<file path="config.mk">
export PLATFORM = sky130hd
export DESIGN_NAME = rv_rr_arbiter
export DESIGN_NICKNAME = d
export VERILOG_FILES = /design/src/rtl/rv_rr_arbiter.sv
export SDC_FILE = /design/constraint.sdc
export NUM_CORES = 1
export LEC_CHECK = 0
export ABC_AREA = 1
export CAP_MARGIN = 20
export CELL_PAD_IN_SITES_DETAIL_PLACEMENT = 0
export CELL_PAD_IN_SITES_GLOBAL_PLACEMENT = 1
export CORE_MARGIN = 5
export CORE_UTILIZATION = 25
export DETAILED_ROUTE_END_ITERATION = 10
export PLACE_DENSITY_LB_ADDON = 0.12
export SYNTH_ARGS = -nofsm -noshare
export SYNTH_HDL_FRONTEND = slang
export SYNTH_SLANG_ARGS = --single-unit
</file>
<file path="constraint.sdc">
create_clock -name clk -period 6.1 [get_ports clk]
set_input_delay 1.83 -clock clk [delete_from_list [all_inputs] [get_ports clk]]
set_output_delay 1.83 -clock clk [all_outputs]
set_load 0.05 [all_outputs]
</file>
<file path="src/rtl/rv_rr_arbiter.sv">
// -----------------------------------------------------------------------------
// rv_rr_arbiter
//
// N-to-1 round-robin arbiter feeding one registered ready/valid stage. Several
// producers share a single downstream consumer. The winning requester's
// payload and index are captured into the output register. Grants rotate so
// that no continuously valid requester is starved.
//
// Ports:
//   clk        in   1             clock; all state changes on the rising edge
//   reset      in   1             synchronous, active-high reset
//   in_valid   in   N_REQ         per-requester valid (bit i = requester i)
//   in_data    in   N_REQ*DATA_W  per-requester payload, i at [i*DATA_W +: DATA_W]
//   in_ready   out  N_REQ         per-requester ready, at most one bit set
//   out_valid  out  1             output register holds a beat
//   out_data   out  DATA_W        payload of the held beat
//   out_id     out  ID_W          index of the requester that produced the beat
//   out_ready  in   1             downstream accepts the held beat
//
// Optional feature macro: RV_RR_ARBITER_BURST_LOCK_EN
//   Defined   : after a transfer, the winner keeps the grant for up to
//               MAX_BURST consecutive beats. The lock ends early on an accept
//               cycle where the winner is not valid.
//   Undefined : plain round-robin. The pointer advances after every
//               transfer, and MAX_BURST has no effect.
// -----------------------------------------------------------------------------
`timescale 1ns/1ps

module rv_rr_arbiter #(
  parameter int N_REQ     = 4,
  parameter int DATA_W    = 16,
  parameter int MAX_BURST = 4,
  localparam int ID_W     = $clog2(N_REQ)
) (
  input  logic                    clk,
  input  logic                    reset,
  input  logic [N_REQ-1:0]        in_valid,
  input  logic [N_REQ*DATA_W-1:0] in_data,
  output logic [N_REQ-1:0]        in_ready,
  output logic                    out_valid,
  output logic [DATA_W-1:0]       out_data,
  output logic [ID_W-1:0]         out_id,
  input  logic                    out_ready
);

  localparam logic [ID_W-1:0] LAST_ID = ID_W'(N_REQ - 1);
  localparam logic [ID_W:0]   N_WIDE  = (ID_W + 1)'(N_REQ);

  // Elaboration-time guard on the supported parameter ranges.
  if (N_REQ < 2 || N_REQ > 16 || MAX_BURST < 1 || MAX_BURST > 255) begin : g_bad_params
    $error("rv_rr_arbiter: N_REQ must be 2..16 and MAX_BURST 1..255");
  end

  // Successor of a requester index, wrapping at N_REQ-1. This also works
  // when N_REQ is not a power of two.
  function automatic logic [ID_W-1:0] next_id(input logic [ID_W-1:0] id);
    return (id == LAST_ID) ? '0 : id + 1'b1;
  endfunction

  // ---------------------------------------------------------------------------
  // State
  // ---------------------------------------------------------------------------
  logic              out_valid_reg;
  logic [DATA_W-1:0] out_data_reg;
  logic [ID_W-1:0]   out_id_reg;
  logic [ID_W-1:0]   ptr_reg;
  logic [ID_W-1:0]   ptr_next;

`ifdef RV_RR_ARBITER_BURST_LOCK_EN
  localparam int             CNT_W      = $clog2(MAX_BURST + 1);
  localparam logic [CNT_W-1:0] BURST_LAST = CNT_W'(MAX_BURST);

  logic              lock_reg;
  logic              lock_next;
  logic [ID_W-1:0]   lock_id_reg;
  logic [ID_W-1:0]   lock_id_next;
  logic [CNT_W-1:0]  cnt_reg;
  logic [CNT_W-1:0]  cnt_next;
  logic [CNT_W-1:0]  cnt_inc;
  logic              release_idle;
`endif

  // ---------------------------------------------------------------------------
  // Arbitration
  // ---------------------------------------------------------------------------
  logic              accept;
  logic              grant_valid;
  logic [ID_W-1:0]   grant_id;
  logic              xfer;
  logic [ID_W-1:0]   scan_start;
  logic [ID_W-1:0]   scan_idx [N_REQ];
  logic [N_REQ-1:0]  scan_hit;
  logic [DATA_W-1:0] in_data_arr [N_REQ];

  assign accept = ~out_valid_reg | out_ready;

`ifdef RV_RR_ARBITER_BURST_LOCK_EN
  // When the lock drops because the owner went idle, arbitration restarts
  // from the slot after the owner in the same cycle. So the scan already
  // begins there while the lock is held.
  assign scan_start   = lock_reg ? next_id(lock_id_reg) : ptr_reg;
  assign release_idle = lock_reg & accept & ~in_valid[lock_id_reg];
`else
  assign scan_start = ptr_reg;
`endif

  genvar gi;
  generate
    for (gi = 0; gi < N_REQ; gi++) begin : g_chan
      logic [ID_W:0] sum;
      // Slot gi of the rotated scan order: (scan_start + gi) mod N_REQ.
      assign sum          = {1'b0, scan_start} + (ID_W + 1)'(gi);
      assign scan_idx[gi] = (sum >= N_WIDE) ? ID_W'(sum - N_WIDE) : sum[ID_W-1:0];
      assign scan_hit[gi] = in_valid[scan_idx[gi]];
      assign in_data_arr[gi] = in_data[gi*DATA_W +: DATA_W];
      assign in_ready[gi]    = xfer & (grant_id == ID_W'(gi));
    end
  endgenerate

  always_comb begin
    grant_valid = 1'b0;
    grant_id    = '0;
    // Walk from the far end of the scan so the nearest hit wins.
    for (int k = N_REQ - 1; k >= 0; k--) begin
      if (scan_hit[k]) begin
        grant_valid = 1'b1;
        grant_id    = scan_idx[k];
      end
    end
`ifdef RV_RR_ARBITER_BURST_LOCK_EN
    if (lock_reg && in_valid[lock_id_reg]) begin
      grant_valid = 1'b1;
      grant_id    = lock_id_reg;
    end
`endif
  end

  // The granted requester is valid by construction, so a grant during an
  // accept cycle is a completed handshake. Reset suppresses it.
  assign xfer = ~reset & accept & grant_valid;

  // ---------------------------------------------------------------------------
  // Pointer / lock next state
  // ---------------------------------------------------------------------------
`ifdef RV_RR_ARBITER_BURST_LOCK_EN
  always_comb begin
    ptr_next     = ptr_reg;
    lock_next    = lock_reg;
    lock_id_next = lock_id_reg;
    cnt_next     = cnt_reg;
    cnt_inc      = '0;
    if (release_idle) begin
      lock_next = 1'b0;
      cnt_next  = '0;
      ptr_next  = next_id(lock_id_reg);
    end
    if (xfer) begin
      // A beat continues the burst only if the lock survived this cycle.
      // Otherwise it is the first beat of a new burst.
      cnt_inc = (lock_next ? cnt_reg : '0) + 1'b1;
      if (cnt_inc == BURST_LAST) begin
        lock_next = 1'b0;
        cnt_next  = '0;
        ptr_next  = next_id(grant_id);
      end else begin
        lock_next    = 1'b1;
        lock_id_next = grant_id;
        cnt_next     = cnt_inc;
      end
    end
  end
`else
  always_comb begin
    ptr_next = ptr_reg;
    if (xfer) begin
      ptr_next = next_id(grant_id);
    end
  end
`endif

  // ---------------------------------------------------------------------------
  // Registers
  // ---------------------------------------------------------------------------
  always_ff @(posedge clk) begin
    if (reset) begin
      out_valid_reg <= 1'b0;
      out_data_reg  <= '0;
      out_id_reg    <= '0;
      ptr_reg       <= '0;
`ifdef RV_RR_ARBITER_BURST_LOCK_EN
      lock_reg      <= 1'b0;
      lock_id_reg   <= '0;
      cnt_reg       <= '0;
`endif
    end else begin
      ptr_reg <= ptr_next;
`ifdef RV_RR_ARBITER_BURST_LOCK_EN
      lock_reg    <= lock_next;
      lock_id_reg <= lock_id_next;
      cnt_reg     <= cnt_next;
`endif
      if (xfer) begin
        // An input beat overwrites the register even while the old beat
        // leaves, which gives one beat per cycle.
        out_valid_reg <= 1'b1;
        out_data_reg  <= in_data_arr[grant_id];
        out_id_reg    <= grant_id;
      end else if (out_ready) begin
        out_valid_reg <= 1'b0;
      end
    end
  end

  assign out_valid = out_valid_reg;
  assign out_data  = out_data_reg;
  assign out_id    = out_id_reg;

endmodule

</file>
-- Yosys cells after proc, flatten, opt, wreduce, memory -nomap -nowiden
Index checks and enable logic that the tools add are counted.
Widths: inputs -> output; s select.
- add/subtract/negate cells: 8
- multiply operators: 0
- div/mod/pow operators: 0
- $lt $le $gt $ge: 9
- equality and inequality tests: 3
- shifts and indexed selects: 0
- mux-type cells: 26
- bitwise operators: 10
- reductions and logical operators: 2
- operator list (kind ; count):
    $bmux 16 s2 ; 1
    $mux 16 ; 2
    $mux 2 ; 9
    $ge 3x3->1 const B ; 4
    $lt 2x3->1 const B ; 4
    $mux 1 ; 10
    $bmux 1 s2 ; 4
    $sub 2x1->2 const B ; 4
    $add 2x2->3 const B ; 2
    $and 1x1->1 ; 6
    $eq 2x2->1 const B ; 2
    $add 2x1->3 const B ; 1
    $ge 2x3->1 const B ; 1
    $not 2->3 ; 1
    $add 2x1->2 const B ; 1
    $eq 2x1->1 const B ; 1
    $logic_not 2->1 ; 1
    $not 1->1 ; 2
    $reduce_bool 2->1 ; 1
    $or 1x1->1 ; 1
- bits in registers: 21
- latch bits: 0
- RAM bits: 0
- memory bits (read-only): 0
- output and inout bits: 23
- word-level logic and storage cells: 62
- memories: 0

-- Logic depth before layout (Yosys ltp)
Gate-level depths: netlist (run 1).
- word-level depth: 13
- mapped depth: 14
- mapped depth without buffers: 14

-- Least setup slack after synthesis (run 1)
OpenSTA, ideal clock, no wires.
- path kind: input-to-output
- start: input port in_valid[3]
- end: output port in_ready[0]
- data arrival time: 3.407 ns
- data required time: 4.270 ns
- setup slack: 0.863 ns
- cell stages on the path: 11
- cell sequence: inv_1 -> nand2_1 -> and2_1 -> nand2_1 -> nand2_1 -> nor2_1 -> nand2_4 -> nand2_4 -> buf_6 -> nand2_1 -> nor2_1
- word-level cells in the longest chain between the ends: 8
- elaborated cells between the ends (all ways): 19
- those cells by class: mux (16); bitwise (2); reduce/logical (1)
- ends and longest elaborated chain (item ; line ; text):
    start, declared ; 37 ; input logic [N_REQ-1:0] in_valid,
    $bmux 1 s2 ; 114 ; assign scan_hit[gi] = in_valid[scan_idx[gi]];
    $mux 1 (not written as such) ; 114 ;
    $mux 1 or $mux 2 (tied branches) (4 in series) ; 125 ; if (scan_hit[k]) begin
    $and 1x1->1 or $logic_not 2->1 (tied branches) ; 140, 116 ;
    $and 1x1->1 (*) ; 116 ; assign in_ready[gi] = xfer & (grant_id == ID_W'(gi));
    end, declared ; 39 ; output logic [N_REQ-1:0] in_ready,
Mark *: on every way between the ends. The rest lies on a longest branch, timed or not. The select of a mux whose other input is x is not followed.

-- Worst setup path in the final report (run 1)
- start: input port in_valid[1]
- end: output port in_ready[0]
The elaborated chain is that of the path after synthesis.

==> key figures, run 1 <==
Outcome
  • Outcome: completed

Setup path
  • Crit Reg-Reg Startpoint: ptr_reg[0]
  • Reg2reg setup slack: 3.85 ns
  • R2R depth: 14
  • CP startpoint kind: input port
  • Worst Path Required: ~4.3 ns
  • Critical Path Source: in_valid[1]
  • Worst path arrival time: between 3 and 4 ns
  • Critical Path End Type: output pin
  • Critical path class: in2out
  • Critical Path Fanout Max: 18
  • Worst Setup EP: in_ready[0]
  • R2R Path End: out_data[3]

Final layout
  • Fillers: 658
  • Area grow syn2layout: 68.8%
  • Share of post-route cells with drive strength above 1: 0.0684
  • N_diodes: 0
  • Max FFs per register: 16
  • Post-layout util: 0.436
  • Net count reported at finish: 423

Yosys
  • Area share of the largest cell type after synthesis: 0.338
  • XOR/XNOR Fraction of Synth Area: 0
  • Synth Area per Inst: 5.85 sq um
  • FF+latch count, synth: 21
  • Synth Instances: around 260
  • YS warnings: 0
  • Prevailing post-synth register cell: dfxtp_1
  • Count leader, synth: nand3_1
  • Distinct cells, synth: 19
  • Area leader, netlist: nand3_1
  • Commonest cells post-synth: nand3_1, nand2_1, dfxtp_1
  • Fraction of synthesized area in multiplexers: 0
  • Post-synthesis async set-or-reset flop share: 0
  • Post-synthesis adder-cell area fraction: 0
  • Sequential area share after synthesis: 0.273
  • Main area contributors after synthesis: nand3_1, dfxtp_1, nand2_1
  • Syn Nets: 334
  • Post-Synth Simple-Gate Area: 0.600
  • Largest family of logic cells by synthesized area: simple AND/OR/NAND/NOR gates
  • Post-synth EDFFs: 0
  • Synthesized area: roughly 1500 sq um
  • Synth Area in Compound Gates: 0.0203

Routing
  • TritonRoute pass-1 iters: 4
  • DR vias/cell: 4.67
  • DRC Markers: 0
  • Drt initial violations: 100
  • Antenna Violating Nets Remaining: 0
  • Total wire length: 5850 um
  • Routed vias: 1,988
  • Drt wl/cell: approximately 14 um

Clock tree
  • CTS Buffer Depth: 2
  • Postcts setup bufs: 0
  • Htree depth: 1
  • Post-cts resize count: 0
  • Inserted Clock Buffers: 3
  • Root buffer cell: clkbuf_8
  • Clk sink count: 21
  • Worst skew pair latency: 0.27 ns
  • Hold_buf cts: 0
  • CTS tree: done
  • Reg clk slew, reported paths: 0.08 ns

Die
  • Rows: 28
  • Die Wd: a little under 90 um
  • Starting Density: 0.258
  • Die area: 7820 sq um
  • I/O pins: 94
  • CORE AREA: 5960 sq um
  • Die Ht: 88.4 um

GRT
  • Initial antenna violation count: 0
  • Pin count of the biggest net entering global routing: 22
  • Total global-route track usage: 0.147
  • Global-route wire length before repair: a little over 9000 um
  • Vias in the first global route: ~1.9k
  • Total gr overflow: 0

Timing
  • Final hold vios: 0
  • Clock Skew: 0.00724 ns
  • Min Hold Slack: 0.472 ns
  • RSZ-0062 raised after global routing: no
  • Fmax: 179 MHz
  • # setup viols final: 0
  • Fin Setup TNS: 0 ns
  • Worst-Margin Slew: 0.531 ns
  • Final period util: 0.913
  • Max-slew violations: 0
  • Post-layout min period: 5.57 ns
  • Slew margin rel.: 0.645

Place
  • IO buf count: between 90 and 100
  • Placer Congestion: 0.803
  • Hpwl dp: 4360 um

Power
  • Worst vdd ir: 0.000226 V
  • Power per cell area: about 560 nW/um^2
  • Leak: 0.00120 uW

Hold path
  • Hold WC Path Type: reg2reg

Run
  • Max Cap Viol: 0
worst min path at each step:
stage / start / to / slack (ns) / cells after the start
finish: out_data[6] / out_data[6] / 0.47 / 2
global placement: out_data[10] / out_data[10] / 0.46 / 2
detailed placement: out_data[15] / out_data[15] / 0.46 / 2
CTS: out_data[15] / out_data[15] / 0.48 / 2
floorplan: ptr_reg[1] / ptr_reg[1] / 0.58 / 4
global route: out_data[3] / out_data[3] / 0.50 / 2
through the flow:
step                instances  area (sq um)  total power, uW  worst slack, ns
finish                    426          2600             1450            0.528
global route              426          2600             1590            0.285
CTS                       426          2600             1470            0.501
detailed placement        422          2550             1360            0.505
global placement          422          2550             1360            0.526
floorplan                 263          1540             1060            0.863
cells in the final DEF, fill, tap and decap left out:
master | Yosys | routed
clkinv_1 | 1 | 1
clkbuf_8 | 0 | 3
buf_12 | 0 | 3
nand2_4 | 2 | 2
nand2_2 | 2 | 2
buf_4 | 0 | 9
clkinv_2 | 0 | 1
nand2_1 | 84 | 84
dfxtp_1 | 21 | 21
inv_2 | 2 | 2
o21ai_2 | 1 | 1
o21ai_0 | 3 | 3
clkdlybuf4s50_1 | 0 | 89
inv_1 | 14 | 14
nor2_2 | 1 | 1
and2_1 | 2 | 2
nand3_1 | 104 | 104
o31ai_1 | 1 | 1
nor2_1 | 7 | 7
nand4_1 | 1 | 1
routing by layer:
metal | part of all wire | up-vias | wire length, um | global-route usage
li1 | - | 1047 | - | -
met1 | 0.45 | 858 | 2660 | 0.202
met2 | 0.45 | 81 | 2640 | 0.234
met3 | 0.091 | 2 | 531 | 0.0428
met4 | 0.0050 | 0 | 29 | 0.0234
met5 | 0 | - | 0 | 0
report_power, final:
group | switching (uW) | total [uW] | internal, uW
clock network | 49.9 | 95.5 | 45.6
registers | 33.6 | 228 | 195
logic | 733 | 1120 | 389
total | 817 | 1450 | 629
layout make-up:
| type | instances | area [sq um] | area share |
|---|---|---|---|
| clock buffers | 3 | 41.3 | 0.0159 |
| repair buffers | 101 | 1020 | 0.392 |
| multi-input cells | 208 | 953 | 0.367 |
| clock inverters | 1 | 5.00 | 0.00193 |
| inverters | 17 | 63.8 | 0.0246 |
| well taps | 75 | 93.8 | 0.0361 |
| flip-flops and latches | 21 | 420 | 0.162 |
worst max-delay path, stage by stage:
cell and delay (ns):
clkdlybuf4s50_1 0.48, inv_1 0.04, nand2_1 0.06, and2_1 0.15
nand2_1 0.07, nand2_1 0.08, inv_1 0.04, nand2_1 0.07
nand2_2 0.22, nand2_4 0.25, nand2_1 0.09, nor2_1 0.19
buf_12 0.17
cells by family (layout without fill, tap and decap cells):
family | after synthesis | after routing
DFF | 21 | 21
buffers and inverters | 34 | 122
AOI/OAI and AO/OA | 5 | 5
and+or+nand+nor | 203 | 203
Note: power is estimated with default switching activity, not from simulation.
==> run 2: changes to the inputs <==
--- a/config.mk
+++ b/config.mk
@@ -5,12 +5,12 @@
 export SDC_FILE = /design/constraint.sdc
 export NUM_CORES = 1
 export LEC_CHECK = 0
-export ABC_AREA = 1
+export ABC_AREA = 0
 export CAP_MARGIN = 20
 export CELL_PAD_IN_SITES_DETAIL_PLACEMENT = 0
 export CELL_PAD_IN_SITES_GLOBAL_PLACEMENT = 1
 export CORE_MARGIN = 5
-export CORE_UTILIZATION = 25
+export CORE_UTILIZATION = 27
 export DETAILED_ROUTE_END_ITERATION = 10
 export PLACE_DENSITY_LB_ADDON = 0.12
 export SYNTH_ARGS = -nofsm -noshare
==> key figures, run 2 <==
Hold path
  • HP Start: out_data[3] (was out_data[6])
  • Hold WC Path Type: reg2reg (unchanged)

Yosys
  • Area share of the largest cell type after synthesis: 0.281 (was 0.338)
  • Distinct cells, synth: 32 (was 19)
  • FF+latch count, synth: 21 (unchanged)
  • Commonest cells post-synth: dfxtp_1, mux2i_1, nand2_1 (was nand3_1, nand2_1, dfxtp_1)
  • Area leader, netlist: dfxtp_1 (was nand3_1)
  • Count leader, synth: dfxtp_1 (was nand3_1)
  • Post-synthesis async set-or-reset flop share: 0 (unchanged)
  • Post-synth EDFFs: 0 (unchanged)
  • Synth Instances: 167 (was 263)
  • Syn Nets: 238 (was 334)
  • Synth Area per Inst: 8.95 sq um (was 5.85 sq um)
  • Sequential area share after synthesis: 0.281 (was 0.273)
  • YS warnings: 0 (unchanged)
  • Synthesized area: 1490 sq um (was 1540 sq um)
  • Prevailing post-synth register cell: dfxtp_1 (unchanged)
  • Main area contributors after synthesis: dfxtp_1, mux2i_1, a21o_1 (was nand3_1, dfxtp_1, nand2_1)

Power
  • Leak: 0.00101 uW (was 0.00120 uW)
  • Clock power share: 0.162 (was 0.066)
  • Switch Pwr: 220 uW (was 817 uW)
  • Pint: 335 uW (was 629 uW)
  • Comb pwr share: 0.532 (was 0.776)
  • Total chip power: 556 uW (was 1450 uW)
  • Switching Share: 0.396 (was 0.565)
  • Seq pwr share: 0.306 (was 0.158)
  • Power per cell area: 218 nW/um^2 (was 557 nW/um^2)
  • Worst vdd ir: 0.000150 V (was 0.000226 V)

Place
  • Hpwl dp: 4060 um (was 4360 um)
  • IO buf count: 93 (unchanged)
  • Dpl ws: 0.392 ns (was 0.505 ns)
  • Placer Congestion: 0.773 (was 0.803)
  • Placed cells: 325 (was 422)

Final layout
  • Fillers: 565 (was 658)
  • Share of post-route cells with drive strength above 1: 0.120 (was 0.0684)
  • Post-route insts no fill: 330 (was 426)
  • FF+latch area: 420 sq um (unchanged)
  • Commonest cells after routing, fill and taps aside: clkdlybuf4s50_1, dfxtp_1, mux2i_1, nand2_1, a21o_1 (was nand3_1, clkdlybuf4s50_1, nand2_1, dfxtp_1, inv_1)
  • N_diodes: 0 (unchanged)
  • Area grow syn2layout: 70.9% (was 68.8%)
  • Net count reported at finish: 330 (was 423)
  • Max FFs per register: 16 (unchanged)
  • Most common cell after layout, fill and taps aside: clkdlybuf4s50_1 (was nand3_1)
  • Area of the multi-input gates: 958 sq um (was 953 sq um)

Clock tree
  • Inserted Clock Buffers: 3 (unchanged)
  • Root buffer cell: clkbuf_8 (unchanged)
  • Hold_buf cts: 0 (unchanged)
  • Post-cts resize count: 0 (unchanged)
  • Reg clk slew, reported paths: 0.08 ns (about the same)
  • Clk sink count: 21 (unchanged)
  • Postcts setup bufs: 0 (unchanged)
  • Worst skew pair latency: 0.26 ns (was 0.27 ns)
  • Htree depth: 1 (unchanged)
  • CTS Buffer Depth: 2 (unchanged)
  • CTS tree: done (unchanged)

Die
  • Die Wd: 84.4 um (was 88.4 um)
  • Starting Density: 0.275 (was 0.258)
  • I/O pins: 94 (unchanged)
  • Die Ht: 84.4 um (was 88.4 um)
  • Die area: 7120 sq um (was 7820 sq um)
  • CORE AREA: 5440 sq um (was 5960 sq um)
  • Rows: 27 (was 28)

Timing
  • Setup ws final: 0.597 ns (was 0.528 ns)
  • Final period util: 0.902 (was 0.913)
  • Final hold vios: 0 (unchanged)
  • Post-layout min period: 5.50 ns (was 5.57 ns)
  • # setup viols final: 0 (unchanged)
  • Max-slew violations: 0 (unchanged)
  • Clock Skew: 0.00459 ns (was 0.00724 ns)
  • Slew margin rel.: 0.541 (was 0.645)
  • RSZ-0062 raised after global routing: no (unchanged)
  • Worst-Margin Slew: 0.688 ns (was 0.531 ns)
  • Fmax: 182 MHz (was 179 MHz)
  • Fin Setup TNS: 0 ns (unchanged)

Setup path
  • Crit Reg-Reg Startpoint: ptr_reg[1] (was ptr_reg[0])
  • Cell mode on critical path: nor2_1 (was nand2_1)
  • Critical Path Source: in_valid[2] (was in_valid[1])
  • CP peak stage delay: 0.54 ns (was 0.48 ns)
  • Slowest-stage cell, CP: clkdlybuf4s50_1 (unchanged)
  • CP startpoint kind: input port (unchanged)
  • Critical Path End Type: output pin (unchanged)
  • Worst Path Required: 4.27 ns (about the same)
  • Critical Path Fanout Max: 9 (was 18)
  • Worst path arrival time: 3.67 ns (was 3.74 ns)
  • Critical path class: in2out (unchanged)
  • Crit path cell chain: clkdlybuf4s50_1 > nor2b_1 > a311oi_1 > nor2_1 > nand3_2 > nor2_1 > buf_12 (was clkdlybuf4s50_1 > inv_1 > nand2_1 > and2_1 > nand2_1 > nand2_1 > inv_1 > nand2_1 > nand2_2 > nand2_4 > nand2_1 > nor2_1 > buf_12)

GRT
  • Pin count of the biggest net entering global routing: 17 (was 22)
  • Initial antenna violation count: 0 (unchanged)
  • Global-route wire length before repair: 8190 um (was 9110 um)
  • Total global-route track usage: 0.142 (was 0.147)
  • Vias in the first global route: 1,667 (was 1,853)
  • Total gr overflow: 0 (unchanged)

Routing
  • DRC Markers: 0 (unchanged)
  • Drt initial violations: 66 (was 100)
  • Antenna Violating Nets Remaining: 0 (unchanged)
  • TritonRoute pass-1 iters: 4 (unchanged)
  • Routed vias: 1,624 (was 1,988)
  • DR vias/cell: 4.92 (was 4.67)
  • Total wire length: 5240 um (was 5850 um)
  • Drt wl/cell: 15.9 um (was 13.7 um)

Outcome
  • Outcome: completed (unchanged)

Run
  • Max Cap Viol: 0 (unchanged)
-- run 2: cell count changes after synthesis, moves of 8 or more --
cell,change
inv_1,-12
buf_2,-8
nand2_1,-67
mux2i_1,+20
o211ai_2,+9
o31ai_1,+14
a21o_1,+16
nand4_1,+14
nand3_1,-104
-- run 2: final timing paths --
| check | slack, ns | end | cells after the start |
|---|---|---|---|
| setup / recovery | 0.60 | in_ready[3] | 7 |
| hold / removal | 0.47 | out_data[3] | 2 |
| setup reg to reg | 4.15 | out_data[8] | 6 |
| hold reg to reg | 0.47 | out_data[3] | 2 |
-- run 2: per-stage QoR --
stage / hold slack (ns) / instance area [sq um] / utilization
2_1_floorplan: 0.511 / 1490 / -
3_3_place_gp: 0.443 / 2500 / 0.460
3_5_place_dp: 0.452 / 2500 / 0.460
4_1_cts: 0.474 / 2540 / 0.468
5_1_grt: 0.499 / 2550 / 0.469
6_report: 0.467 / 2550 / 0.469
-- run 2: layer usage --
layer  global-route usage  routed length [um]
met3               0.0579                 456
met5                    0                   0
met2                0.253                2520
met4               0.0187                  31
met1                0.164                2230
-- run 2: logic make-up (layout without fill, tap and decap cells) --
family / after synthesis / in the layout / synth area share
xor gates and xnor gates: 1 / 1 / 0.00586
muxes: 20 / 20 / 0.134
and+or+nand+nor: 55 / 55 / 0.201
AOI/OAI and AO/OA: 54 / 54 / 0.301
buffers and inverters: 16 / 107 / 0.0771
DFF: 21 / 21 / 0.281
-- run 2: worst max-delay path, delay by kind of cell --
kind	cells	cell delay (ns)
buf+inv	2	0.72
compound gates	1	0.07
simple gates	4	1.05
-- run 2: final cells by class --
type                            instances  area share
Tap cell                               72      0.0353
Clock buffer                            4      0.0176
Inverter                                2     0.00294
Sequential cell                        21       0.165
Timing Repair Buffer                  101       0.404
Multi-Input combinational cell        130       0.375
-- run 2: power by group through the flow --
stage	registers (uW)	clock network, uW	logic (uW)
3_3_place_gp	173	0	297
5_1_grt	174	107	314
4_1_cts	170	96.6	298
6_report	170	90.3	296
3_5_place_dp	173	0	297
2_1_floorplan	238	0	123
